[src/rtl/serial_subtractor_pkg.sv]
// ============================================================================
// serial_subtractor_pkg : shared FSM encoding and default width  (rev 1.0)
// ============================================================================
`default_nettype none

package serial_subtractor_pkg;

   localparam int DEFAULT_WIDTH = 8;

   typedef logic [1:0] state_t;

   localparam state_t ST_IDLE = 2'd0;
   localparam state_t ST_RUN  = 2'd1;
   localparam state_t ST_DONE = 2'd2;

endpackage

`default_nettype wire

[src/rtl/hierarchy_full_subractor.sv]
// ============================================================================
// hierarchy_full_subractor : one-bit full subtractor a - b - bin  (rev 1.0)
// ============================================================================
`default_nettype none

module hierarchy_full_subractor (
   input  logic a,
   input  logic b,
   input  logic bin,
   output logic d,
   output logic bout
);

   assign d    = a ^ b ^ bin;
   assign bout = (~a & b) | (~(a ^ b) & bin);

endmodule

`default_nettype wire

[src/rtl/serial_subtractor.sv]
// ============================================================================
// serial_subtractor : bit-serial LSB-first subtractor, one bit per clock
// rev 1.0
// ============================================================================
`default_nettype none

module serial_subtractor
   import serial_subtractor_pkg::*;
#(
   parameter int WIDTH = DEFAULT_WIDTH
) (
   input  logic             clk,
   input  logic             rst,
   input  logic             start,
   input  logic [WIDTH-1:0] a,
   input  logic [WIDTH-1:0] b,
   input  logic             bin,
   output logic             busy,
   output logic             done,
   output logic [WIDTH-1:0] diff,
   output logic             bout
);

   localparam int CNT_W = $clog2(WIDTH) + 1;
   localparam logic [CNT_W-1:0] LAST_CNT = CNT_W'(WIDTH - 1);

   state_t           state;
   state_t           state_nxt;
   logic [CNT_W-1:0] cnt;
   logic [WIDTH-1:0] a_sh;
   logic [WIDTH-1:0] b_sh;
   logic [WIDTH-2:0] res_sh;
   logic [WIDTH-1:0] res_next;
   logic             borrow;
   logic             cell_d;
   logic             cell_b;
   logic             accept;
   logic             last_bit;

   assign accept   = (state == ST_IDLE) && start;
   assign last_bit = (state == ST_RUN) && (cnt == LAST_CNT);
   // res_sh keeps only the W-1 bits produced so far; the final bit completes it
   assign res_next = {cell_d, res_sh};

   hierarchy_full_subractor u_cell (
      .a    (a_sh[0]),
      .b    (b_sh[0]),
      .bin  (borrow),
      .d    (cell_d),
      .bout (cell_b)
   );

   always_ff @(posedge clk or posedge rst) begin
      if (rst) begin
         state <= ST_IDLE;
      end else begin
         state <= state_nxt;
      end
   end

   always_comb begin
      state_nxt = state;
      case (state)
         ST_IDLE: if (start)    state_nxt = ST_RUN;
         ST_RUN:  if (last_bit) state_nxt = ST_DONE;
         ST_DONE:               state_nxt = ST_IDLE;
         default:               state_nxt = ST_IDLE;
      endcase
   end

   always_comb begin
      busy = 1'b0;
      done = 1'b0;
      case (state)
         ST_RUN:  busy = 1'b1;
         ST_DONE: begin
            busy = 1'b1;
            done = 1'b1;
         end
         default: ;
      endcase
   end

   always_ff @(posedge clk or posedge rst) begin
      if (rst) begin
         cnt    <= '0;
         a_sh   <= '0;
         b_sh   <= '0;
         res_sh <= '0;
         borrow <= 1'b0;
         diff   <= '0;
         bout   <= 1'b0;
      end else if (accept) begin
         cnt    <= '0;
         a_sh   <= a;
         b_sh   <= b;
         borrow <= bin;
      end else if (state == ST_RUN) begin
         a_sh   <= a_sh >> 1;
         b_sh   <= b_sh >> 1;
         borrow <= cell_b;
         res_sh <= res_next[WIDTH-1:1];
         if (last_bit) begin
            diff <= res_next;
            bout <= cell_b;
         end else begin
            cnt <= cnt + 1'b1;
         end
      end
   end

endmodule

`default_nettype wire

[config.mk]
export PLATFORM = sky130hd
export DESIGN_NAME = serial_subtractor
export DESIGN_NICKNAME = d
export VERILOG_FILES = /design/src/rtl/serial_subtractor_pkg.sv /design/src/rtl/hierarchy_full_subractor.sv /design/src/rtl/serial_subtractor.sv
export SDC_FILE = /design/constraint.sdc
export NUM_CORES = 1
export LEC_CHECK = 0
export BUFFER_PORTS_ARGS = -buffer_cell sky130_fd_sc_hd__buf_2
export CORE_MARGIN = 4
export CORE_UTILIZATION = 25
export DETAILED_ROUTE_END_ITERATION = 16
export PLACE_DENSITY = 0.45
export SETUP_SLACK_MARGIN = 0.4
export SLEW_MARGIN = 20
export SYNTH_ARGS = -nofsm -noshare
export SYNTH_HDL_FRONTEND = slang
export SYNTH_SLANG_ARGS = --single-unit
[constraint.sdc]
create_clock -name clk -period 3.2 [get_ports clk]
set_input_delay 0.48 -clock clk [delete_from_list [all_inputs] [get_ports clk]]
set_output_delay 0.48 -clock clk [all_outputs]
set_load 0.02 [all_outputs]
==> results of run 1 <==
-- cells by family (layout without fill, tap and decap cells) --
| group | after synthesis | after routing | synth area share (%) |
|---|---|---|---|
| multiplexers | 32 | 32 | 20.9 |
| AND/OR/NAND/NOR | 32 | 32 | 8.50 |
| flip-flops | 39 | 39 | 54.8 |
| buffers and inverters | 15 | 47 | 3.44 |
| adder cells (fa/ha/maj) | 7 | 7 | 5.34 |
| AO/OA/AOI/OAI | 25 | 25 | 7.03 |
-- power groups by stage --
stage / combinational [mW] / clock (mW) / sequential (mW)
5_1_grt: 0.824 / 0.344 / 0.856
2_1_floorplan: 0.557 / 0 / 0.827
4_1_cts: 0.738 / 0.317 / 0.827
3_3_place_gp: 0.733 / 0 / 0.833
3_5_place_dp: 0.737 / 0 / 0.836
6_report: 0.715 / 0.301 / 0.822
-- worst max path at each step --
| stage | start | endpoint | slack, ns |
|---|---|---|---|
| after floorplan | state[0] | diff[0] | 1.48 |
| after global routing | state[0] | diff[6] | 1.10 |
| after global placement | state[0] | diff[6] | 1.30 |
| after detailed placement | state[0] | diff[1] | 1.24 |
| after CTS | state[0] | diff[1] | 1.23 |
| final | state[0] | diff[1] | 1.27 |
-- per-stage QoR --
stage | hold slack, ns | std cells | area, sq um | power, mW
finish | 0.389 | 278 | 2120 | 1.84
global route | 0.388 | 278 | 2120 | 2.02
CTS | 0.393 | 278 | 2120 | 1.88
detailed placement | 0.493 | 272 | 2050 | 1.57
global placement | 0.482 | 272 | 2050 | 1.57
floorplan | 0.458 | 150 | 1780 | 1.38
-- cell usage after synthesis (all sizes together) --
cell and n:
dfrtp 39, nand2 21, o21ai 20, mux2 17
mux2i 15, inv 7, ha 6, a21oi 5
clkbuf 5, buf 3, or3 3, and2 1
and3b 1, and4 1, fa 1, nand3 1
nand3b 1, nand4 1, nor2b 1, nor3 1
-- layout make-up --
class | instances | area, sq um | area share [%]
clock buffer | 6 | 72.6 | 3.43
inverter | 7 | 26.3 | 1.24
multi-input combinational | 96 | 743 | 35.1
sequential | 39 | 976 | 46.1
tap | 96 | 120 | 5.67
timing repair buffer | 34 | 180 | 8.51
-- registers in the layout, indices dropped and copies added (netlist names) --
signal,count
cnt,4
res_sh,7
state,2
borrow,1
a_sh,8
diff,8
bout,1
b_sh,8
-- metal layers --
metal  part of all wire (%)  track usage, %  wire length [microns]
met1                     51            11.4                   1660
met3                    5.6            3.01                    182
met4                   0.19            2.23                      6
met5                      0               0                      0
met2                     43            12.5                   1380
==> impl_results.md, run 1 <==
- CP Capture Type: flop
- Critical path buffer and inverter count: 1
- Initial Util: 25.9%
- Worst-case clock buffer depth: 2
- TritonCTS buffer count: 5
- Critical setup path kind: reg -> reg
- Worst IR drop on VDD: 0.000273 V
- Core ar.: 0.00687 sq mm
- Most common cell after layout, fill and taps aside: dfrtp_1
- Switching pwr: 660 uW
- Clk slew on worst S/H paths: 0.07 ns
- RR Endpoint: diff[1]
- Layout area overhead: 19.0%
- Routed WL: around 3200 microns
- Slew Viols, Final: 0
- DR pass1 iterations: 4
- Share of cells above drive strength 1: a little over a quarter
- Vias in the first global route: 1,189
- Fmax: 517 MHz
- Post-cts hold buffer count: 0
- CP startpoint kind: flop
- Max cap viols: 0
- Largest net degree at the start of global routing: 39
- Mapped Cells: 150
- Cts repair resizes: 0
- Post-detail-place hpwl: approximately 2400 microns
- CP required: 3.37 ns
- Synth Cell Area: 0.00178 sq mm
- DR WL/cell: 11.6 microns
- CP top delay family: simple AND/OR/NAND/NOR gates
- Final setup fails: 0
- First-pass GRT wire length: 5640 microns
- Sequence of cells on the critical path: inv_1 > ha_1 > and2_1 > or3_1 > mux2_4
- DR DRC count: 0
- CTS root buf: clkbuf_8
- Unique masters post-synth: 25
- Largest area contributor in the netlist: dfrtp_1
- Die area: 0.00854 sq mm
- Hold Fails Final Rpt: 0
- Combinational Power Share: 38.9%
- Die width: 92.4 microns
- Place WS: 1.24 ns
- DRT antenna net count: 0
- Cell internal pwr: 1.18 mW
- TritonCTS sink count: 39
- Worst Tran Pin Value: a little over 0.9 ns
- Critical R2R Launch: state[0]
- Worst R2R Setup Slack: 1.27 ns
- Syn_nets: about 180
- CP Max Fanout: 9
- Gr usage total: 8.36%
- CP Depth: 5
- Min Tclk post-route: 1.93 ns
- Setup_tns: 0 ns
- Worst R2R Path Depth: 5
- N_diodes: 0
- Status: completed
- Clock skew: 0.00428 ns
- First DRT Iteration DRCs: 35
- Synth top area share: between 50% and 60%
- CTS tree: done
- Most frequent cells in the layout: dfrtp_1, buf_2, nand2_1, o21ai_1, mux2i_1
- Final nets: 210
- HP Class: in -> async
- Yosys reg bits: 39
- Vias post-DR: between 1,000 and 1,500
- Final period utilization: 60.5%
- Initial antenna violation count: 0
- RSZ-0062 raised after global routing: no
- CP peak stage delay: 0.59 ns
- Ys Warns: 0
- Grt ovf: 0
- Area contributors post-synth: dfrtp_1, mux2i_1, mux2_4
- Clock Power Share: 16.4%
- Seq pwr share: 44.7%
- Routed vias/inst: 4.14
- Filler cells: 715
- CP max-delay cell: or3_1
- Setup Buffers After CTS: 0
- Worst skew pair latency: roughly 0.28 ns
- P_leak: 1.03 nW
- Max_slew headroom: 39.4%
- Switch share: 35.9%
- H-tree depth: 2
- Ports: 31
- Power Density: 868 mW/mm^2
- Synth Area per Inst: 11.9 sq um
- CP Data Arrival Time: 2.10 ns
- Final WS setup: 1.27 ns
- Die Y: a little over 90 microns
- I/O Buffers: 30
- Row count: 30
- Core Util, Final: 30.8%
- Seq/Total Area, Yosys: about 55%
- GP Congestion: just under 0.7
No activity file was read; power rests on OpenSTA's default activity.
==> inputs of run 2 (changes only) <==
--- a/config.mk
+++ b/config.mk
@@ -5,11 +5,12 @@
 export SDC_FILE = /design/constraint.sdc
 export NUM_CORES = 1
 export LEC_CHECK = 0
+export ABC_AREA = 1
 export BUFFER_PORTS_ARGS = -buffer_cell sky130_fd_sc_hd__buf_2
 export CORE_MARGIN = 4
 export CORE_UTILIZATION = 25
 export DETAILED_ROUTE_END_ITERATION = 16
-export PLACE_DENSITY = 0.45
+export PLACE_DENSITY = 0.46
 export SETUP_SLACK_MARGIN = 0.4
 export SLEW_MARGIN = 20
 export SYNTH_ARGS = -nofsm -noshare
==> constraint.sdc (replaced) <==
create_clock -name clk -period 1.55 [get_ports clk]
set_input_delay 0.2325 -clock clk [delete_from_list [all_inputs] [get_ports clk]]
set_output_delay 0.2325 -clock clk [all_outputs]
set_load 0.02 [all_outputs]
==> run 2 against run 1 <==
  * Critical path depth is 2 lower
  * Global-route usage is 2.8 points higher
  * Worst setup slack worse by 1.1 ns
  * Highest routed layer unchanged
  * Clock power is 130% higher
  * Clock skew is 0.0020 ns higher
  * Critical path type is now reg -> out
  * Largest power group is now combinational logic
  * Register-to-register slack worse by 1.1 ns
  * Flip-flop and latch count stayed put
  * Count of clock-buffer cells in the layout stayed put
==> impl_results.md, run 2 <==
- Max cap viols: 0 (unchanged)
- Synth Cell Area: 0.00178 sq mm (about the same)
- TritonCTS sink count: 39 (unchanged)
- Worst Tran Pin Value: 0.500 ns (-0.408 ns)
- Crit path from: state[1]
- Initial Util: 25.9% (about the same)
- Yosys reg bits: 39 (unchanged)
- Vias post-DR: 1,538 (+34%)
- DR DRC count: 0 (unchanged)
- Largest area contributor in the netlist: dfrtp_1
- Prevailing post-synth register cell: dfrtp_1
- HP Class: in -> async
- TritonCTS buffer count: 5 (unchanged)
- Largest regs: a_sh (8), b_sh (8), diff (8)
- Die Y: 92.4 microns (about the same)
- Register area: 977 sq um (+0.13%)
- Critical setup path kind: reg -> out
- DRT antenna net count: 0 (unchanged)
- P_leak: 1.35 nW (+31%)
- Async SR Flop Fraction: 100% (unchanged)
- Final period utilization: 89.6%
- Final setup fails: 0 (unchanged)
- Layout area overhead: 55.0%
- Vias in the first global route: 1,537 (+29%)
- Fmax: 720 MHz
- Clk slew on worst S/H paths: 0.08 ns (about the same)
- Die width: 92.4 microns (about the same)
- CTS tree: done
- I/O Buffers: 30 (unchanged)
- RSZ-0062 raised after global routing: yes
- Row count: 30 (unchanged)
- Synth cell count leaders: nand2_1, dfrtp_1, nand3_1, inv_1, nor2_1
- DR WL/cell: 12.7 microns (+9.2%)
- Final nets: 289 (+38%)
- DR pass1 iterations: 4 (unchanged)
- Unique masters post-synth: 21 (-16%)
- CP startpoint kind: flop
- CP Capture Type: output port
- Largest net degree at the start of global routing: 40 (+2.6%)
- Power Density: 2020 mW/mm^2 (+130%)
- Hold Slack: 0.0317 ns (-0.358 ns)
- N_diodes: 0 (unchanged)
- Initial antenna violation count: 0 (unchanged)
- Syn_nets: 230 (+30%)
- Multi-input gate area: 0.00100 sq mm (+35%)
- Hold Fails Final Rpt: 0 (unchanged)
- Clock skew: 0.00630 ns (+0.00202 ns)
- Most common cell after layout, fill and taps aside: nand2_1
- CTS root buf: clkbuf_8
- Seq/Total Area, Yosys: 54.8% (about the same)
- Grt ovf: 0 (unchanged)
- Share of cells above drive strength 1: 49.8% (+23 points)
- Worst R2R Setup Slack: 0.19 ns (-1.08 ns)
- Worst IR drop on VDD: 0.000795 V (+190%)
- Routed WL: 4550 microns (+41%)
- Worst-case clock buffer depth: 2 (unchanged)
- H-tree depth: 2 (unchanged)
- Filler cells: 693 (-3.1%)
- Synth Area per Inst: 8.78 sq um (-26%)
- First DRT Iteration DRCs: 60 (+71%)
- Ports: 31 (unchanged)
- Worst skew pair latency: 0.30 ns (+0.02 ns)
- GP Congestion: 0.735 (+7.4%)
- Setup_tns: 0 ns (unchanged)
- Ys Warns: 0 (unchanged)
- CP Data Arrival Time: 1.16 ns (-0.94 ns)
- Routed vias/inst: 4.28 (+3.5%)
- Post-synth EDFFs: 0 (unchanged)
- Worst R2R Path Depth: 8 (+3)
- Core ar.: 0.00687 sq mm (unchanged)
- Most frequent cell after synthesis: nand2_1
- Status: completed
- Max_slew headroom: 66.6% (+27 points)
- Post-cts hold buffer count: 0 (unchanged)
- Synth top area share: 54.8% (about the same)
- CP required: 1.32 ns (-2.05 ns)
- RR Endpoint: bout
- Mapped Cells: 203 (+35%)
- Crit path to: busy
- Slew Viols, Final: 0 (unchanged)
- Area contributors post-synth: dfrtp_1, nand2_1, nand3_1
- Gr usage total: 11.1% (+2.8 points)
- Min Tclk post-route: 1.39 ns
- Post-detail-place hpwl: 2590 microns (+10%)
- Critical R2R Launch: state[1]
- Die area: 0.00854 sq mm (about the same)
- First-pass GRT wire length: 7530 microns (+34%)
- Most frequent cells in the layout: nand2_1, dfrtp_1, buf_2, nand2_2
- CP Max Fanout: 3 (-6)
[run 2: changes by cell type after synthesis, sizes merged, moves of 3 or more]
cell	previous run	this run
nor2	0	8
nand2	21	84
or3	3	0
clkbuf	5	1
o211ai	0	4
nand3	1	18
inv	7	19
o21ai	20	11
mux2i	15	0
mux2	17	0
[run 2: layer usage]
layer | part of all wire (%) | global-route usage (%)
met3 | 3.4 | 1.79
met4 | 1.6 | 4.08
met2 | 49 | 18.2
met5 | 0 | 0
met1 | 46 | 14.8
[run 2: cells by family (layout without fill, tap and decap cells)]
family / Yosys count / after routing / share of synthesized area [%]
and+or+nand+nor: 112 / 113 / 26.3
DFF: 39 / 39 / 54.8
AOI/OAI and AO/OA: 20 / 20 / 7.23
buffers and inverters: 25 / 84 / 6.39
adders and majority gates: 7 / 7 / 5.34
[run 2: worst min-delay path by stage]
stage | from | endpoint | slack [ns]
floorplan | a[7] | a_sh[7] | 0.35
global placement | rst | state[1] | 0.40
detailed placement | rst | diff[3] | 0.40
CTS | rst | res_sh[3] | 0.07
global route | rst | res_sh[3] | 0.11
finish | rst | res_sh[3] | 0.03
[run 2: layout make-up]
cell class	count	area share, %
Multi-Input combinational cell	140	36.4
Clock inverter	2	0.453
Timing Repair inverter	3	1.45
Tap cell	96	4.35
Inverter	20	4.17
Timing Repair Buffer	53	15.2
Clock buffer	6	2.63
Sequential cell	39	35.4
[run 2: critical path, cell delays in order, from the launching register on]
cell and delay (ns):
dfrtp_1 0.41, inv_2 0.11, ha_4 0.21, buf_6 0.12
[run 2: per-stage QoR]
stage               setup slack [ns]  area (sq um)  power [mW]  instances  utilization (%)
finish                         0.161          2760        5.57        359             40.2
global placement               0.125          2080        3.49        328             30.3
floorplan                      0.256          1830        3.06        203                -
CTS                            0.154          2530        5.04        356             36.8
detailed placement            0.0746          2080        3.50        328             30.3
global route                   0.123          2760        6.02        359             40.2
[run 2: report_power, final]
| part | total [mW] | leakage, nW | switching, mW | internal (mW) |
|---|---|---|---|---|
| registers | 1.77 | 0.499 | 0.315 | 1.46 |
| clock network | 0.695 | 0.0412 | 0.381 | 0.315 |
| logic | 3.11 | 0.808 | 1.68 | 1.42 |
[run 2: timing repair]
action	in CTS	in global routing
pin swaps	12	17
buffers inserted	15	2
gates cloned	5	1
setup endpoints to repair	33	41
gates resized for setup	59	53
